===== src/rtl/seg_scan_ctrl.sv =====
`default_nettype none
// ============================================================================
//  Module      : seg_scan_ctrl
//  Description : Time-multiplexed scan controller for a common-anode
//                seven-segment display. It drives one shared BCD decoder and
//                uses a frame-synchronous shadow register for display updates.
//  Revision    : 1.0 - initial release
// ============================================================================
module seg_scan_ctrl #(
    parameter int DIGITS    = 4,
    parameter int SCAN_DIV  = 50000,
    parameter int BLANK_CYC = 500
) (
    input  logic                  clk,
    input  logic                  rst,
    input  logic [4*DIGITS-1:0]   data_in,
    input  logic                  load,
    input  logic                  lz_en,
    output logic [3:0]            bcd_out,
    output logic [DIGITS-1:0]     dig_sel,
    output logic                  frame_tick,
    output logic                  upd_done
);

    localparam int c_cnt_w = (SCAN_DIV > 1) ? $clog2(SCAN_DIV) : 1;
    localparam int c_idx_w = $clog2(DIGITS);
    localparam logic [c_cnt_w-1:0] c_cnt_max = c_cnt_w'(SCAN_DIV - 1);
    localparam logic [c_cnt_w-1:0] c_blank   = c_cnt_w'(BLANK_CYC);
    localparam logic [c_idx_w-1:0] c_idx_max = c_idx_w'(DIGITS - 1);
    localparam logic [DIGITS-1:0]  c_one     = DIGITS'(1);

    logic [c_cnt_w-1:0]  r_cnt;
    logic [c_idx_w-1:0]  r_idx;
    logic [4*DIGITS-1:0] r_disp;
    logic [4*DIGITS-1:0] r_pend;
    logic                r_pend_v;
    logic [3:0]          r_bcd;
    logic [DIGITS-1:0]   r_sel;
    logic                r_tick;
    logic                r_upd;

    logic                w_slot_end;
    logic                w_frame_end;
    logic [c_cnt_w-1:0]  w_cnt_nxt;
    logic [c_idx_w-1:0]  w_idx_nxt;
    logic [4*DIGITS-1:0] w_disp_nxt;
    logic [3:0]          w_bcd_nxt;
    logic                w_blank;
    logic [DIGITS-1:0]   w_sel_nxt;

    always_comb begin
        w_slot_end  = (r_cnt == c_cnt_max);
        w_frame_end = w_slot_end && (r_idx == c_idx_max);
        w_cnt_nxt   = w_slot_end ? '0 : r_cnt + 1'b1;
        if (!w_slot_end)
            w_idx_nxt = r_idx;
        else if (r_idx == c_idx_max)
            w_idx_nxt = '0;
        else
            w_idx_nxt = r_idx + 1'b1;
        w_disp_nxt = (w_frame_end && r_pend_v) ? r_pend : r_disp;
    end

    // Outputs are computed from the next-state values so the registered
    // outputs line up with the counter state they describe.
    always_comb begin
        w_bcd_nxt = 4'h0;
        w_blank   = 1'b0;
        for (int i = 0; i < DIGITS; i++) begin
            if (w_idx_nxt == c_idx_w'(i)) begin
                w_bcd_nxt = w_disp_nxt[4*i +: 4];
                w_blank   = lz_en && (i != 0) && ((w_disp_nxt >> (4*i)) == '0);
            end
        end
        if ((w_cnt_nxt < c_blank) || w_blank)
            w_sel_nxt = '1;
        else
            w_sel_nxt = ~(c_one << w_idx_nxt);
    end

    always_ff @(posedge clk or posedge rst) begin
        if (rst) begin
            r_cnt    <= '0;
            r_idx    <= '0;
            r_disp   <= '0;
            r_pend   <= '0;
            r_pend_v <= 1'b0;
            r_bcd    <= 4'h0;
            r_sel    <= '1;
            r_tick   <= 1'b0;
            r_upd    <= 1'b0;
        end else begin
            r_cnt  <= w_cnt_nxt;
            r_idx  <= w_idx_nxt;
            r_disp <= w_disp_nxt;
            if (load) begin
                r_pend   <= data_in;
                r_pend_v <= 1'b1;
            end else if (w_frame_end) begin
                r_pend_v <= 1'b0;
            end
            r_bcd  <= w_bcd_nxt;
            r_sel  <= w_sel_nxt;
            r_tick <= w_frame_end;
            r_upd  <= w_frame_end && r_pend_v;
        end
    end

    assign bcd_out    = r_bcd;
    assign dig_sel    = r_sel;
    assign frame_tick = r_tick;
    assign upd_done   = r_upd;

endmodule
`default_nettype wire


===== config.mk =====
export PLATFORM = sky130hd
export DESIGN_NAME = seg_scan_ctrl
export DESIGN_NICKNAME = d
export VERILOG_FILES = /design/src/rtl/seg_scan_ctrl.sv
export SDC_FILE = /design/constraint.sdc
export NUM_CORES = 1
export LEC_CHECK = 0
export BUFFER_PORTS_ARGS = -buffer_cell sky130_fd_sc_hd__buf_2
export CORE_UTILIZATION = 50
export CTS_BUF_LIST = sky130_fd_sc_hd__clkbuf_4 sky130_fd_sc_hd__clkbuf_8
export CTS_CLUSTER_DIAMETER = 120
export CTS_CLUSTER_SIZE = 25
export DETAILED_ROUTE_END_ITERATION = 7
export PLACE_DENSITY_LB_ADDON = 0.1
export SLEW_MARGIN = 0
export SYNTH_ARGS = -nofsm -noshare
export SYNTH_HDL_FRONTEND = slang
export SYNTH_SLANG_ARGS = --single-unit

===== constraint.sdc =====
create_clock -name clk -period 2.1 [get_ports clk]
set_input_delay 0.42 -clock clk [delete_from_list [all_inputs] [get_ports clk]]
set_output_delay 0.42 -clock clk [all_outputs]
set_load 0.02 [all_outputs]

==> results.yml, run 1 <==
status:
  outcome: "finished, final reports clean"
synth:
  yosys.cell_types.count: 46
  synth_area_leader_cell: "dfrtp_1"
  ys_seq_area_frac: 0.538
  synth-edff-count: 0
  yosys_warnings: 0
  synth.ff_latch_count: 61
  synthArstFlopShare: 1.00
  synth_top_area_frac: 0.501
  syn_avg_cell_area_um2: 13.1
  synthFlopType: "dfrtp_1"
  syn_nets: 240
  syn_area_mm2: 0.00285
  syn_inst: 218
  synthTopCellsByArea: "dfrtp_1 (50%), mux2_2 (8.7%), mux2_4 (5.3%)"
place:
  place_area_mm2: 0.00322
  hpwl_um: 3770
  numPortBuffers: 29
  gp_congestion: 0.826
timing:
  finalMaxSlewViolations: 0
  min_period_over_period: 0.951
  setup_viol: 0
  fin_tns_setup_ps: 0
  slew_headroom: 0.747
  skew_ps: 5.13
  fmax_mhz: 501
  rsz0062_at_grt: "false"
  worst_slew_pin_slew_ps: 380
  hold_violations: 0
  min_period_ps: 2000
clocking:
  clk_pin_slew_ps: 60
  cts_tree: "built"
  cts_num_sinks: 61
  root_buffer: "clkbuf_8"
  worstSkewPairLatency_ps: 330
  htreeDepth: 3
  numCtsBuffers: 9
  clockBufferDepth: 2
  cts_hold_buf: 0
  post_cts_buffers: 0
layout:
  multi_input_area_mm2: 0.00128
  seq_area_mm2: 0.00153
  drive_above_1_share: 0.457
  nFillCells: 451
  antenna_cells: 0
  fin_area_mm2: 0.00346
  area_growth_pct: 21.6
  final_nets: 293
setup_path:
  r2r_cells: 7
  required_ps: 2360
  critPathMaxFanout: 5
  critPathKind: "flop to flop"
  rrSetupSlack_ps: 100
  end_kind: "flop"
  reg2reg_to: "dig_sel[2]"
  crit_arrival_ps: 2260
  reg2reg_from: "r_cnt[0]"
  crit_path_start_kind: "flop"
floorplanning:
  die_x_um: 77.5
  start_util: 0.517
  die_area_mm2: 0.00600
  die_y_um: 77.5
  pin_count: 30
  rows: 27
  coreArea_mm2: 0.00551
route:
  num_vias: 1857
  firstDrtPassIters: 4
  vias_per_cell: 5.34
  routed_wl_um: 5440
  wire_per_inst_um: 15.6
  drtIter0Drc: 86
  drc: 0
  antenna_left: 0
pwr:
  peakVddDrop_mv: 0.547
  pwr-share-seq: 0.540
  power_frac_clock: 0.421
  p_sw_frac: 0.216
  p_sw_mw: 0.491
  comb_power_share: 0.038
  cellPowerDensity_mw_per_mm2: 656
  p_leak_nw: 1.73
  power.internal_mw: 1.78
flow_run:
  max_cap_viol_count: 0
global_routing:
  grtUsageTotal: 0.204
  grt_start_max_net_pins: 62
  grt_pass1_vias: 1867
  grt_overflow_total: 0
  grt_pass1_wl_um: 9170
  antenna_found_initial: 0
min_path:
  hold_class: "input pin to async pin"
logic make-up (layout without fill, tap and decap cells):
logic type | count (synthesis) | after routing | synth area share
buf+inv | 15 | 73 | 0.0351
fa+ha+maj | 2 | 2 | 0.00878
flops | 61 | 61 | 0.538
xor+xnor | 13 | 13 | 0.0400
simple gates | 65 | 65 | 0.148
mux | 46 | 46 | 0.190
compound gates | 16 | 16 | 0.0408
worst max-delay path, stage by stage (launching register included):
cell      delay [ps]
dfrtp_1          390
buf_4            150
and4_1           230
and3_1           200
o32a_1           310
a311oi_2         310
o211ai_2         190
nand4_1          140
worst max path at each step:
stage | startpoint | end | slack, ps | depth (start not counted)
2_1_floorplan | r_cnt[0] | bcd_out[0] | 90 | 9
3_3_place_gp | r_cnt[7] | bcd_out[0] | 50 | 7
3_5_place_dp | r_cnt[0] | dig_sel[2] | 20 | 7
4_1_cts | r_cnt[0] | bcd_out[0] | 10 | 8
5_1_grt | r_cnt[11] | bcd_out[0] | 3 | 7
6_report | r_cnt[0] | dig_sel[2] | 100 | 7
metal layers:
layer  GRT usage  part of all wire
met5           0                 0
met4      0.0981             0.019
met3      0.0424             0.024
met2       0.313              0.49
met1       0.275              0.47
cell usage after synthesis (4+ instances only):
library cell	count
dfstp_2	4
xnor2_1	7
xor2_1	6
dfrtp_1	57
inv_1	6
nor4_1	8
nor2_1	11
nand4_1	6
mux2i_1	13
mux2_4	10
nand2_1	9
mux2_2	22
a21oi_1	5
nand3_1	9
flip-flops by register name, summed over array words and instances (netlist names):
register	count
r_pend	16
bcd_out	4
upd_done	1
r_idx	2
r_pend_v	1
frame_tick	1
r_disp	16
r_cnt	16
dig_sel	4
what timing repair did:
action / in CTS / in global routing
endpoints found under the setup margin: 1 / 8
resized for setup: 1 / 11
pin swaps: 0 / 4
power groups by stage:
stage,Clock [mW],Combinational [mW],Sequential [mW]
finish,0.958,0.0875,1.23
global route,1.03,0.0981,1.23
CTS,0.977,0.0905,1.23
detailed placement,0,0.0908,1.25
global placement,0,0.0882,1.25
floorplan,0,0.0583,1.24
area by class of cell:
type                    instances  share of cell area
repair buffers                 51               0.104
clock buffers                  14              0.0502
clock inverters                 2             0.00289
flip-flops and latches         61               0.442
inverters                       6             0.00650
multi-input cells             142               0.368
well taps                      72              0.0260
placed cells by master (no fill, tap or decap), drive strengths merged, types with 2 or more instances in the layout:
master	instances
dfrtp	57
buf	51
mux2	32
mux2i	14
clkbuf	14
nor2	12
nand2	9
nand3	9
nand4	8
nor4	8
xnor2	7
xor2	6
a21oi	6
inv	6
dfstp	4
and4	3
and3	3
and4bb	2
o21ai	2
a21o	2
nand2b	2
and2	2
clkinv	2
or3	2
nor3	2
a311oi	2
ha	2
per-stage QoR:
| step | util | power [mW] | worst slack [ps] | hold WS, ps | std cells |
|---|---|---|---|---|---|
| floorplan | - | 1.30 | 88.5 | 450 | 218 |
| global placement | 0.585 | 1.34 | 51.7 | 462 | 332 |
| detailed placement | 0.585 | 1.34 | 18.2 | 475 | 332 |
| CTS | 0.620 | 2.30 | 12.7 | 162 | 348 |
| global route | 0.629 | 2.36 | 2.94 | 169 | 348 |
| finish | 0.629 | 2.27 | 103 | 144 | 348 |
(Power assumes the default switching activity.)
==> inputs of run 2 (changes only) <==
--- a/config.mk
+++ b/config.mk
@@ -5,6 +5,8 @@
 export SDC_FILE = /design/constraint.sdc
 export NUM_CORES = 1
 export LEC_CHECK = 0
+export ABC_AREA = 1
+export ABC_CLOCK_PERIOD_IN_PS = 2100
 export BUFFER_PORTS_ARGS = -buffer_cell sky130_fd_sc_hd__buf_2
 export CORE_UTILIZATION = 50
 export CTS_BUF_LIST = sky130_fd_sc_hd__clkbuf_4 sky130_fd_sc_hd__clkbuf_8
@@ -12,7 +14,7 @@
 export CTS_CLUSTER_SIZE = 25
 export DETAILED_ROUTE_END_ITERATION = 7
 export PLACE_DENSITY_LB_ADDON = 0.1
-export SLEW_MARGIN = 0
+export SLEW_MARGIN = 25
 export SYNTH_ARGS = -nofsm -noshare
 export SYNTH_HDL_FRONTEND = slang
 export SYNTH_SLANG_ARGS = --single-unit
==> results.yml, run 2 <==
clocking:
  clockBufferDepth: 2
  worstSkewPairLatency_ps: 340
  clk_pin_slew_ps: 70
  root_buffer: "clkbuf_8"
  htreeDepth: 3
  numCtsBuffers: 9
  cts_tree: "built"
  cts_hold_buf: 0
  cts_num_sinks: 61
setup_path:
  crit_buf_inv: 1
  crit_path_start_kind: "flop"
  worstSetupPathDepth: 12
  critPathKind: "flop to flop"
  required_ps: 2380
  critPathMaxFanout: 5
  r2r_cells: 12
  cpLargestDelayFamily: "simple AND/OR/NAND/NOR gates"
  critical_path.max_stage_delay_ps: 380
  crit_arrival_ps: 2230
  reg2reg_to: "dig_sel[1]"
  end_kind: "flop"
  critical_path.slowest_cell: "dfrtp_1"
  crit_chain: "nor2_1, nand3_1, nor2_4, buf_12, nand4_4, nand2_1, o21ai_1, nor2_2, nand2_1, nor2_2, nand2_2, nand4_1"
  critPathLaunch: "r_cnt[10]"
  rrSetupSlack_ps: 140
  crit_end: "dig_sel[1]"
  reg2reg_from: "r_cnt[10]"
layout:
  fin_area_mm2: 0.00365
  final_nets: 443
  reg.largest.list: "r_cnt (16), r_disp (16), r_pend (16)"
  mostFrequentLayoutCells: "nand2_1 (115), dfrtp_1 (57), inv_1 (44)"
  nFillCells: 490
  final_common_cell: "nand2_1"
  layoutNonFillerInstCount: 497
  antenna_cells: 0
  drive_above_1_share: 0.247
  seq_area_mm2: 0.00153
  multi_input_area_mm2: 0.00131
  final_util: 0.651
  area_growth_pct: 23.6
pwr:
  cellPowerDensity_mw_per_mm2: 672
  p_leak_nw: 1.92
  peakVddDrop_mv: 0.531
  p_total_mw: 2.45
timing:
  skew_ps: 5.94
  hold_violations: 0
  layout_setup_ws_ps: 143
  slew_headroom: 0.659
  finalMaxSlewViolations: 0
  fin_tns_setup_ps: 0
  min_period_over_period: 0.932
  min_period_ps: 1960
  setup_viol: 0
  worst_slew_pin_slew_ps: 511
  timing.hold.ws_ps: 64.9
  fmax_mhz: 511
floorplanning:
  die_y_um: 78.9
  coreArea_mm2: 0.00561
  pin_count: 30
  rows: 27
  die_x_um: 78.9
  die_area_mm2: 0.00622
  start_util: 0.527
synth:
  synth_area_leader_cell: "dfrtp_1"
  ys_seq_area_frac: 0.519
  yosys.cell_types.count: 28
  synthFlopType: "dfrtp_1"
  synthTopCellsByArea: "dfrtp_1 (48%), nand2_1 (15%), inv_1 (5.8%)"
  syn_area_mm2: 0.00295
  synthTopCellsByCount: "nand2_1 (117), dfrtp_1 (57), inv_1 (46)"
  synth_top_area_frac: 0.483
  yosysMostFrequentCell: "nand2_1"
  synthArstFlopShare: 1.00
  synth-edff-count: 0
  syn_avg_cell_area_um2: 8.07
  syn_inst: 366
  synth.ff_latch_count: 61
  syn_nets: 388
  yosys_warnings: 0
route:
  drc: 0
  firstDrtPassIters: 6
  num_vias: 2521
  wire_per_inst_um: 13.4
  drtIter0Drc: 114
  antenna_left: 0
  vias_per_cell: 5.07
  routed_wl_um: 6670
place:
  placedCellCount: 476
  numPortBuffers: 29
  post-place-ws_ps: 22.0
  gp_congestion: 0.853
  hpwl_um: 4800
  place_area_mm2: 0.00329
flow_run:
  max_cap_viol_count: 0
global_routing:
  grt_overflow_total: 0
  grt_pass1_wl_um: 10700
  antenna_found_initial: 0
  grt_start_max_net_pins: 30
  grt_pass1_vias: 2362
  grtUsageTotal: 0.228
status:
  outcome: "finished, final reports clean"
min_path:
  hold_class: "input pin to async pin"
## run 2: cell count changes after synthesis, moves of 10 or more
cell / before / now
nor2_1: 11 / 43
mux2_2: 22 / 0
mux2i_1: 13 / 0
mux2_4: 10 / 0
nand4_1: 6 / 17
nand2_1: 9 / 117
o21ai_0: 2 / 19
inv_1: 6 / 46
## run 2: worst min path at each step
stage / from / endpoint / slack, ps / cells past startpoint
2_1_floorplan: r_cnt[0] / r_cnt[0] / 430 / 1
3_3_place_gp: rst / r_pend[10] / 430 / 2
3_5_place_dp: rst / r_pend[10] / 440 / 2
4_1_cts: rst / r_pend[10] / 70 / 2
5_1_grt: rst / r_disp[8] / 100 / 2
6_report: rst / r_pend[10] / 60 / 2
## run 2: cell families after synthesis
family,Yosys count,synth area share
simple gates,214,0.327
flops,61,0.519
buf+inv,55,0.0758
compound gates,29,0.0555
xor+xnor,5,0.0148
fa+ha+maj,2,0.00847
## run 2: cell type report
class	count	area share
Sequential cell	61	0.419
Tap cell	72	0.0247
Inverter	47	0.0497
Multi-Input combinational cell	253	0.359
Clock inverter	4	0.0199
Timing Repair Buffer	49	0.0877
Clock buffer	11	0.0398
## run 2: timing repair
item | CTS | global route
setup buffers | 0 | 3
resized for setup | 0 | 19
endpoints found under the setup margin | 0 | 8
## run 2: worst register-to-register path: cells and delay by family (launching register included)
family                 cells  cell delay (ps)
buffers and inverters      1              130
flip-flops                 1              380
AO/OA/AOI/OAI              1              110
AND/OR/NAND/NOR           10             1290
## run 2: metal layers
metal | vias up | wire length, um | track usage
met1 | 1189 | 3030 | 0.281
met2 | 46 | 3270 | 0.384
met5 | - | 0 | 0
li1 | 1270 | - | -
met4 | 0 | 175 | 0.115
met3 | 16 | 189 | 0.0437
## run 2: where the power goes
group | internal (mW) | total (mW) | switching [mW]
clock network | 0.705 | 1.15 | 0.446
registers | 1.20 | 1.21 | 0.0102
logic | 0.0311 | 0.0894 | 0.0584
total | 1.94 | 2.45 | 0.515
